`src/rtl/lane_vrf_write_stage.sv`:
```
// Lane write-back stage: round-robin arbiter over NUM_CH enqueue channels,
// VRF address generation and a small FIFO (with optional tail coalescing).
module lane_vrf_write_stage #(
  parameter int DATA_WIDTH   = 32,
  parameter int MASK_WIDTH   = DATA_WIDTH / 8,
  parameter int DEPTH        = 4,
  parameter int GROUP_WIDTH  = 9,
  parameter int OFFSET_WIDTH = 5,
  parameter int VD_WIDTH     = 5,
  parameter int IDX_WIDTH    = 3,
  parameter int NUM_CH       = 2,
  parameter int MERGE_EN     = 1
) (
  input  logic                              clock,
  input  logic                              reset,
  input  logic [NUM_CH-1:0]                 enq_valid,
  output logic [NUM_CH-1:0]                 enq_ready,
  input  logic [NUM_CH*GROUP_WIDTH-1:0]     enq_groupCounter,
  input  logic [NUM_CH*VD_WIDTH-1:0]        enq_vd,
  input  logic [NUM_CH*DATA_WIDTH-1:0]      enq_data,
  input  logic [NUM_CH*MASK_WIDTH-1:0]      enq_mask,
  input  logic [NUM_CH*IDX_WIDTH-1:0]       enq_instructionIndex,
  input  logic [NUM_CH-1:0]                 enq_last,
  input  logic                              vrfWriteRequest_ready,
  output logic                              vrfWriteRequest_valid,
  output logic [VD_WIDTH-1:0]               vrfWriteRequest_bits_vd,
  output logic [OFFSET_WIDTH-1:0]           vrfWriteRequest_bits_offset,
  output logic [MASK_WIDTH-1:0]             vrfWriteRequest_bits_mask,
  output logic [DATA_WIDTH-1:0]             vrfWriteRequest_bits_data,
  output logic                              vrfWriteRequest_bits_last,
  output logic [IDX_WIDTH-1:0]              vrfWriteRequest_bits_instructionIndex,
  output logic [$clog2(DEPTH+1)-1:0]        occupancy
);

  localparam int CNT_W = $clog2(DEPTH + 1);
  localparam int PTR_W = $clog2(DEPTH);
  localparam int CH_W  = (NUM_CH > 1) ? $clog2(NUM_CH) : 1;

  logic [VD_WIDTH-1:0]     r_vd   [DEPTH];
  logic [OFFSET_WIDTH-1:0] r_off  [DEPTH];
  logic [MASK_WIDTH-1:0]   r_mask [DEPTH];
  logic [DATA_WIDTH-1:0]   r_data [DEPTH];
  logic                    r_last [DEPTH];
  logic [IDX_WIDTH-1:0]    r_idx  [DEPTH];
  logic [CNT_W-1:0]        r_count;
  logic [PTR_W-1:0]        r_head;
  logic [PTR_W-1:0]        r_tail;
  logic [CH_W-1:0]         r_rr;

  logic [VD_WIDTH-1:0]     w_vd   [NUM_CH];
  logic [OFFSET_WIDTH-1:0] w_off  [NUM_CH];
  logic [MASK_WIDTH-1:0]   w_mask [NUM_CH];
  logic [DATA_WIDTH-1:0]   w_data [NUM_CH];
  logic [IDX_WIDTH-1:0]    w_idx  [NUM_CH];

  logic                    w_cand_found;
  logic [CH_W-1:0]         w_cand;
  logic [CH_W-1:0]         w_rr_next;
  logic [PTR_W-1:0]        w_tail_prev;
  logic                    w_deq_fire;
  logic                    w_merge_hit;
  logic                    w_grant;
  logic                    w_push;
  logic                    w_merge;
  logic [DATA_WIDTH-1:0]   w_merge_data;

  // Per-channel address: high group-counter bits advance the register index.
  for (genvar gi = 0; gi < NUM_CH; gi++) begin : g_ch
    logic [GROUP_WIDTH-1:0] w_gc;
    assign w_gc       = enq_groupCounter[gi*GROUP_WIDTH +: GROUP_WIDTH];
    assign w_vd[gi]   = enq_vd[gi*VD_WIDTH +: VD_WIDTH]
                        + VD_WIDTH'(w_gc[GROUP_WIDTH-1:OFFSET_WIDTH]);
    assign w_off[gi]  = w_gc[OFFSET_WIDTH-1:0];
    assign w_mask[gi] = enq_mask[gi*MASK_WIDTH +: MASK_WIDTH];
    assign w_data[gi] = enq_data[gi*DATA_WIDTH +: DATA_WIDTH];
    assign w_idx[gi]  = enq_instructionIndex[gi*IDX_WIDTH +: IDX_WIDTH];
    assign enq_ready[gi] = ~reset & w_grant & (w_cand == CH_W'(gi));
  end

  always_comb begin : p_arb
    logic [CH_W-1:0] v_j;
    v_j          = '0;
    w_cand_found = 1'b0;
    w_cand       = '0;
    // Scan downwards so the channel closest to the pointer wins last.
    for (int k = NUM_CH - 1; k >= 0; k--) begin
      v_j = CH_W'((int'(r_rr) + k) % NUM_CH);
      if (enq_valid[v_j]) begin
        w_cand_found = 1'b1;
        w_cand       = v_j;
      end
    end
  end

  assign w_rr_next   = (w_cand == CH_W'(NUM_CH - 1)) ? '0 : w_cand + CH_W'(1);
  assign w_tail_prev = r_tail - PTR_W'(1);
  assign w_deq_fire  = (r_count != '0) & vrfWriteRequest_ready;

  if (MERGE_EN != 0) begin : g_merge
    assign w_merge_hit = (r_count != '0)
                       && (r_vd[w_tail_prev]  == w_vd[w_cand])
                       && (r_off[w_tail_prev] == w_off[w_cand])
                       && (r_idx[w_tail_prev] == w_idx[w_cand])
                       && !r_last[w_tail_prev]
                       && !((r_count == CNT_W'(1)) && w_deq_fire);
  end else begin : g_no_merge
    assign w_merge_hit = 1'b0;
  end

  for (genvar gi = 0; gi < MASK_WIDTH; gi++) begin : g_byte
    assign w_merge_data[gi*8 +: 8] = w_mask[w_cand][gi] ? w_data[w_cand][gi*8 +: 8]
                                                        : r_data[w_tail_prev][gi*8 +: 8];
  end

  assign w_grant = w_cand_found & ((r_count < CNT_W'(DEPTH)) | w_merge_hit);
  assign w_push  = w_grant & ~w_merge_hit;
  assign w_merge = w_grant & w_merge_hit;

  always_ff @(posedge clock or posedge reset) begin
    if (reset) begin
      r_count <= '0;
      r_head  <= '0;
      r_tail  <= '0;
      r_rr    <= '0;
      for (int i = 0; i < DEPTH; i++) begin
        r_vd[i]   <= '0;
        r_off[i]  <= '0;
        r_mask[i] <= '0;
        r_data[i] <= '0;
        r_last[i] <= 1'b0;
        r_idx[i]  <= '0;
      end
    end else begin
      if (w_grant) r_rr <= w_rr_next;
      if (w_push) begin
        r_vd[r_tail]   <= w_vd[w_cand];
        r_off[r_tail]  <= w_off[w_cand];
        r_mask[r_tail] <= w_mask[w_cand];
        r_data[r_tail] <= w_data[w_cand];
        r_last[r_tail] <= enq_last[w_cand];
        r_idx[r_tail]  <= w_idx[w_cand];
        r_tail         <= r_tail + PTR_W'(1);
      end else if (w_merge) begin
        r_mask[w_tail_prev] <= r_mask[w_tail_prev] | w_mask[w_cand];
        r_data[w_tail_prev] <= w_merge_data;
        r_last[w_tail_prev] <= enq_last[w_cand];
      end
      if (w_deq_fire) r_head <= r_head + PTR_W'(1);
      case ({w_push, w_deq_fire})
        2'b10:   r_count <= r_count + CNT_W'(1);
        2'b01:   r_count <= r_count - CNT_W'(1);
        default: r_count <= r_count;
      endcase
    end
  end

  assign vrfWriteRequest_valid                 = (r_count != '0);
  assign vrfWriteRequest_bits_vd               = r_vd[r_head];
  assign vrfWriteRequest_bits_offset           = r_off[r_head];
  assign vrfWriteRequest_bits_mask             = r_mask[r_head];
  assign vrfWriteRequest_bits_data             = r_data[r_head];
  assign vrfWriteRequest_bits_last             = r_last[r_head];
  assign vrfWriteRequest_bits_instructionIndex = r_idx[r_head];
  assign occupancy                             = r_count;

endmodule

```
`config.mk`:
```
export PLATFORM = sky130hd
export DESIGN_NAME = lane_vrf_write_stage
export DESIGN_NICKNAME = d
export VERILOG_FILES = /design/src/rtl/lane_vrf_write_stage.sv
export SDC_FILE = /design/constraint.sdc
export NUM_CORES = 1
export LEC_CHECK = 0
export ABC_AREA = 1
export CAP_MARGIN = 20
export CORE_MARGIN = 4
export CORE_UTILIZATION = 39
export DETAILED_ROUTE_END_ITERATION = 6
export SETUP_SLACK_MARGIN = 0.5
export SYNTH_ARGS = -nofsm -noshare
export SYNTH_HDL_FRONTEND = slang
export SYNTH_SLANG_ARGS = --single-unit
export TNS_END_PERCENT = 10
```
`constraint.sdc`:
```
create_clock -name clock -period 7.2 [get_ports clock]
set_input_delay 1.44 -clock clock [delete_from_list [all_inputs] [get_ports clock]]
set_output_delay 1.44 -clock clock [all_outputs]
set_load 0.005 [all_outputs]
```
==> flow_metrics.tcl <==
set metrics [dict create \
    avgSynthCellArea_sq_um 6.09 \
    cts_tree "yes" \
    syn_area_sq_um 15900 \
    cts_resized 0 \
    avgRoutedWirePerCell_um 18.9 \
    pin_count 169 \
    dpl-instance-area_sq_um 17700 \
    diodes 0 \
    holdBufCountCts 0 \
    status "completed" \
    cp_max_fo 5 \
    area_growth_pct 16.1 \
    post-route-period-util_pct 87.8 \
    layout_setup_ws_ns 0.879 \
    grt_max_degree 154 \
    cts.sink_count 208 \
    synthCells 2615 \
    synth_largest_area_cell "dfrtp_1" \
    cts_setup_buffers 0 \
    timing.hold.ws_ns 0.492 \
    fin_skew_ns 0.00997 \
    drc 0 \
    worst_ep_required_time_ns 5.76 \
    syn_nets 2747 \
    antenna_found_initial 1 \
    port-buffer-count 168 \
    setup_viol 0 \
    gp_congestion 0.831 \
    dp_hpwl_um 34200 \
    grt_pass1_vias 17200 \
    core_area_sq_um 40000 \
    whs_path_depth 2 \
    drtPass1Iterations 6 \
    end_kind "output pin" \
    rsz0062_at_grt "false" \
    arrival_ns 4.88 \
    r2r_start "r_tail[0]$_DFFE_PP0N_" \
    worstMarginPinSlew_ns 1.13 \
    vias 18000 \
    dp_slack_ns 0.951 \
    min_to "r_data[79]$_DFFE_PP0P_" \
    hold_class "reg2reg" \
    ir_drop_mv 0.503 \
    clockBufferDepth 3 \
    rr_endpoint "r_data[11]$_DFFE_PP0P_" \
    insertion_delay_ns 0.55 \
    drv_slew 0 \
    holdCritStartpoint "r_data[79]$_DFFE_PP0P_" \
    die-area_sq_um 44100 \
    synth-seq-cells 208 \
    maxCapViolations 0 \
    timing.fmax_ghz 0.158 \
    drive_gt1_share_pct 4.07 \
    cp-start-kind "input port" \
    power_density_nw_per_um2 503 \
    grtUsageTotal_pct 26.5 \
    die_h_um 210 \
    grt_pass1_wl_um 95800 \
    tritoncts.num_buffers 26 \
    num_rows 73 \
    drtAntennaViolNets 0 \
    seq_area_frac_synth_pct 32.7 \
    path_class "in2out" \
    vias_per_cell 5.67 \
    cts_root_buf "clkbuf_16" \
    r2r.worst_path.cells 18 \
    ys_types 30 \
    finalInstanceArea_sq_um 18500 \
    slew_headroom_pct 24.1 \
    leakage_uw 0.00937 \
    final_core_util_pct 46.2 \
    min_period_ns 6.32 \
    synth_top_area_share_pct 32.7 \
    clk_pin_slew_ns 0.06 \
    start_util_pct 39.8 \
    reg2reg_slack_ns 2.11 \
    fin_setup_tns_ns 0 \
    ys_warn_count 0 \
    final_nets 2771 \
    grt_remaining_overflow 0 \
    drt_iter0_drc 1880 \
    hold_viol 0 \
    synthTopCellsByArea "dfrtp_1 33%, nand2_1 21%, nor2_1 11%, nand3_1 11%, o21ai_0 8.1%" \
    finalWirelength_um 60200 \
    die_w_um 210 \
    cts_max_level 1 \
]
cell usage after synthesis, drive strengths merged:
cell type  instances
xor2               4
nor2             479
xnor2              3
o21ai            261
nand4              1
a21oi             11
nand3b             5
buf               93
ha                17
clkinv             1
nand2            894
o22ai             84
inv               51
dfrtp            208
clkbuf           115
nand3            351
mux2i             32
or2                3
fa                 2
worst max path at each step:
stage,start,slack [ns],endpoint,cells after the start
floorplan,reset,1.08,enq_ready[1],3
global placement,enq_groupCounter[14],0.94,enq_ready[1],15
detailed placement,enq_groupCounter[14],0.95,enq_ready[1],15
CTS,enq_groupCounter[14],0.92,enq_ready[1],15
global route,enq_groupCounter[14],0.68,enq_ready[1],15
finish,enq_groupCounter[14],0.88,enq_ready[1],15
metal layers:
layer	vias to the layer above	share of wire [%]	track usage, %
met5	-	0.022	0
met4	2	3.6	9.43
met3	164	8.5	3.81
met2	837	46	43.4
met1	8486	42	36.1
li1	8535	-	-
layout make-up:
cell class	instances	area [sq um]
Sequential cell	208	5210
Timing Repair Buffer	204	2000
Inverter	52	201
Multi-Input combinational cell	2147	9590
Clock buffer	40	805
Clock inverter	4	22.5
Fill cell	4192	21500
Tap cell	525	657
report_power, final:
group          leakage (uW)  total, uW  switching, uW  internal, uW
clock network      0.000408       1300            539           759
logic               0.00620       5830           3880          1950
registers           0.00276       2180            494          1680
total               0.00937       9300           4910          4390
cells in the final DEF (no fill, tap or decap):
cell type	instances
a21oi_1	10
a21oi_4	1
buf_12	4
buf_4	32
clkbuf_1	5
clkbuf_16	27
clkbuf_8	8
clkdlybuf4s50_1	168
clkinv_1	2
clkinv_2	3
clkinvlp_4	2
dfrtp_1	206
dfrtp_2	1
dfrtp_4	1
fa_1	2
ha_1	16
ha_2	1
inv_1	39
inv_2	9
inv_4	1
mux2i_1	32
nand2_1	887
nand2_2	4
nand2_4	3
nand3_1	347
nand3_2	4
nand3b_1	5
nand4_4	1
nor2_1	476
nor2_2	2
nor2_4	1
o21ai_0	258
o21ai_1	3
o22ai_1	84
or2_2	3
xnor2_1	3
xor2_1	4
metrics by stage:
step           std cells  power (uW)
6_report            3180        9300
3_5_place_dp        3136        7920
2_1_floorplan       2615        5830
3_3_place_gp        3136        7840
4_1_cts             3180        9250
5_1_grt             3180       10100
worst max-delay path: stages:
cell             delay (ns)
clkdlybuf4s50_1        0.41
ha_1                   0.26
fa_1                   0.42
xnor2_1                0.21
nand2_1                0.07
o21ai_1                0.20
nand2_1                0.08
nand2_1                0.08
nand2_1                0.06
nor2_2                 0.15
nand3_1                0.16
a21oi_4                0.21
nand2_1                0.08
nor2_1                 0.42
clkdlybuf4s50_1        0.63
logic make-up after synthesis:
family / count (synthesis) / synth area share (%)
DFF: 208 / 32.7
xor gates and xnor gates: 7 / 0.385
muxes: 32 / 2.01
buffers and inverters: 260 / 7.22
AOI/OAI and AO/OA: 356 / 11.9
and+or+nand+nor: 1733 / 44.2
adders and majority gates: 19 / 1.59
sequential cells by signal, indices dropped and copies added, names as in the netlist:
name / cells
r_idx: 12
r_data: 128
r_off: 20
r_rr: 1
occupancy: 3
r_head: 2
r_vd: 20
r_tail: 2
r_mask: 16
r_last: 4
Power figures use the tool's default switching activity.
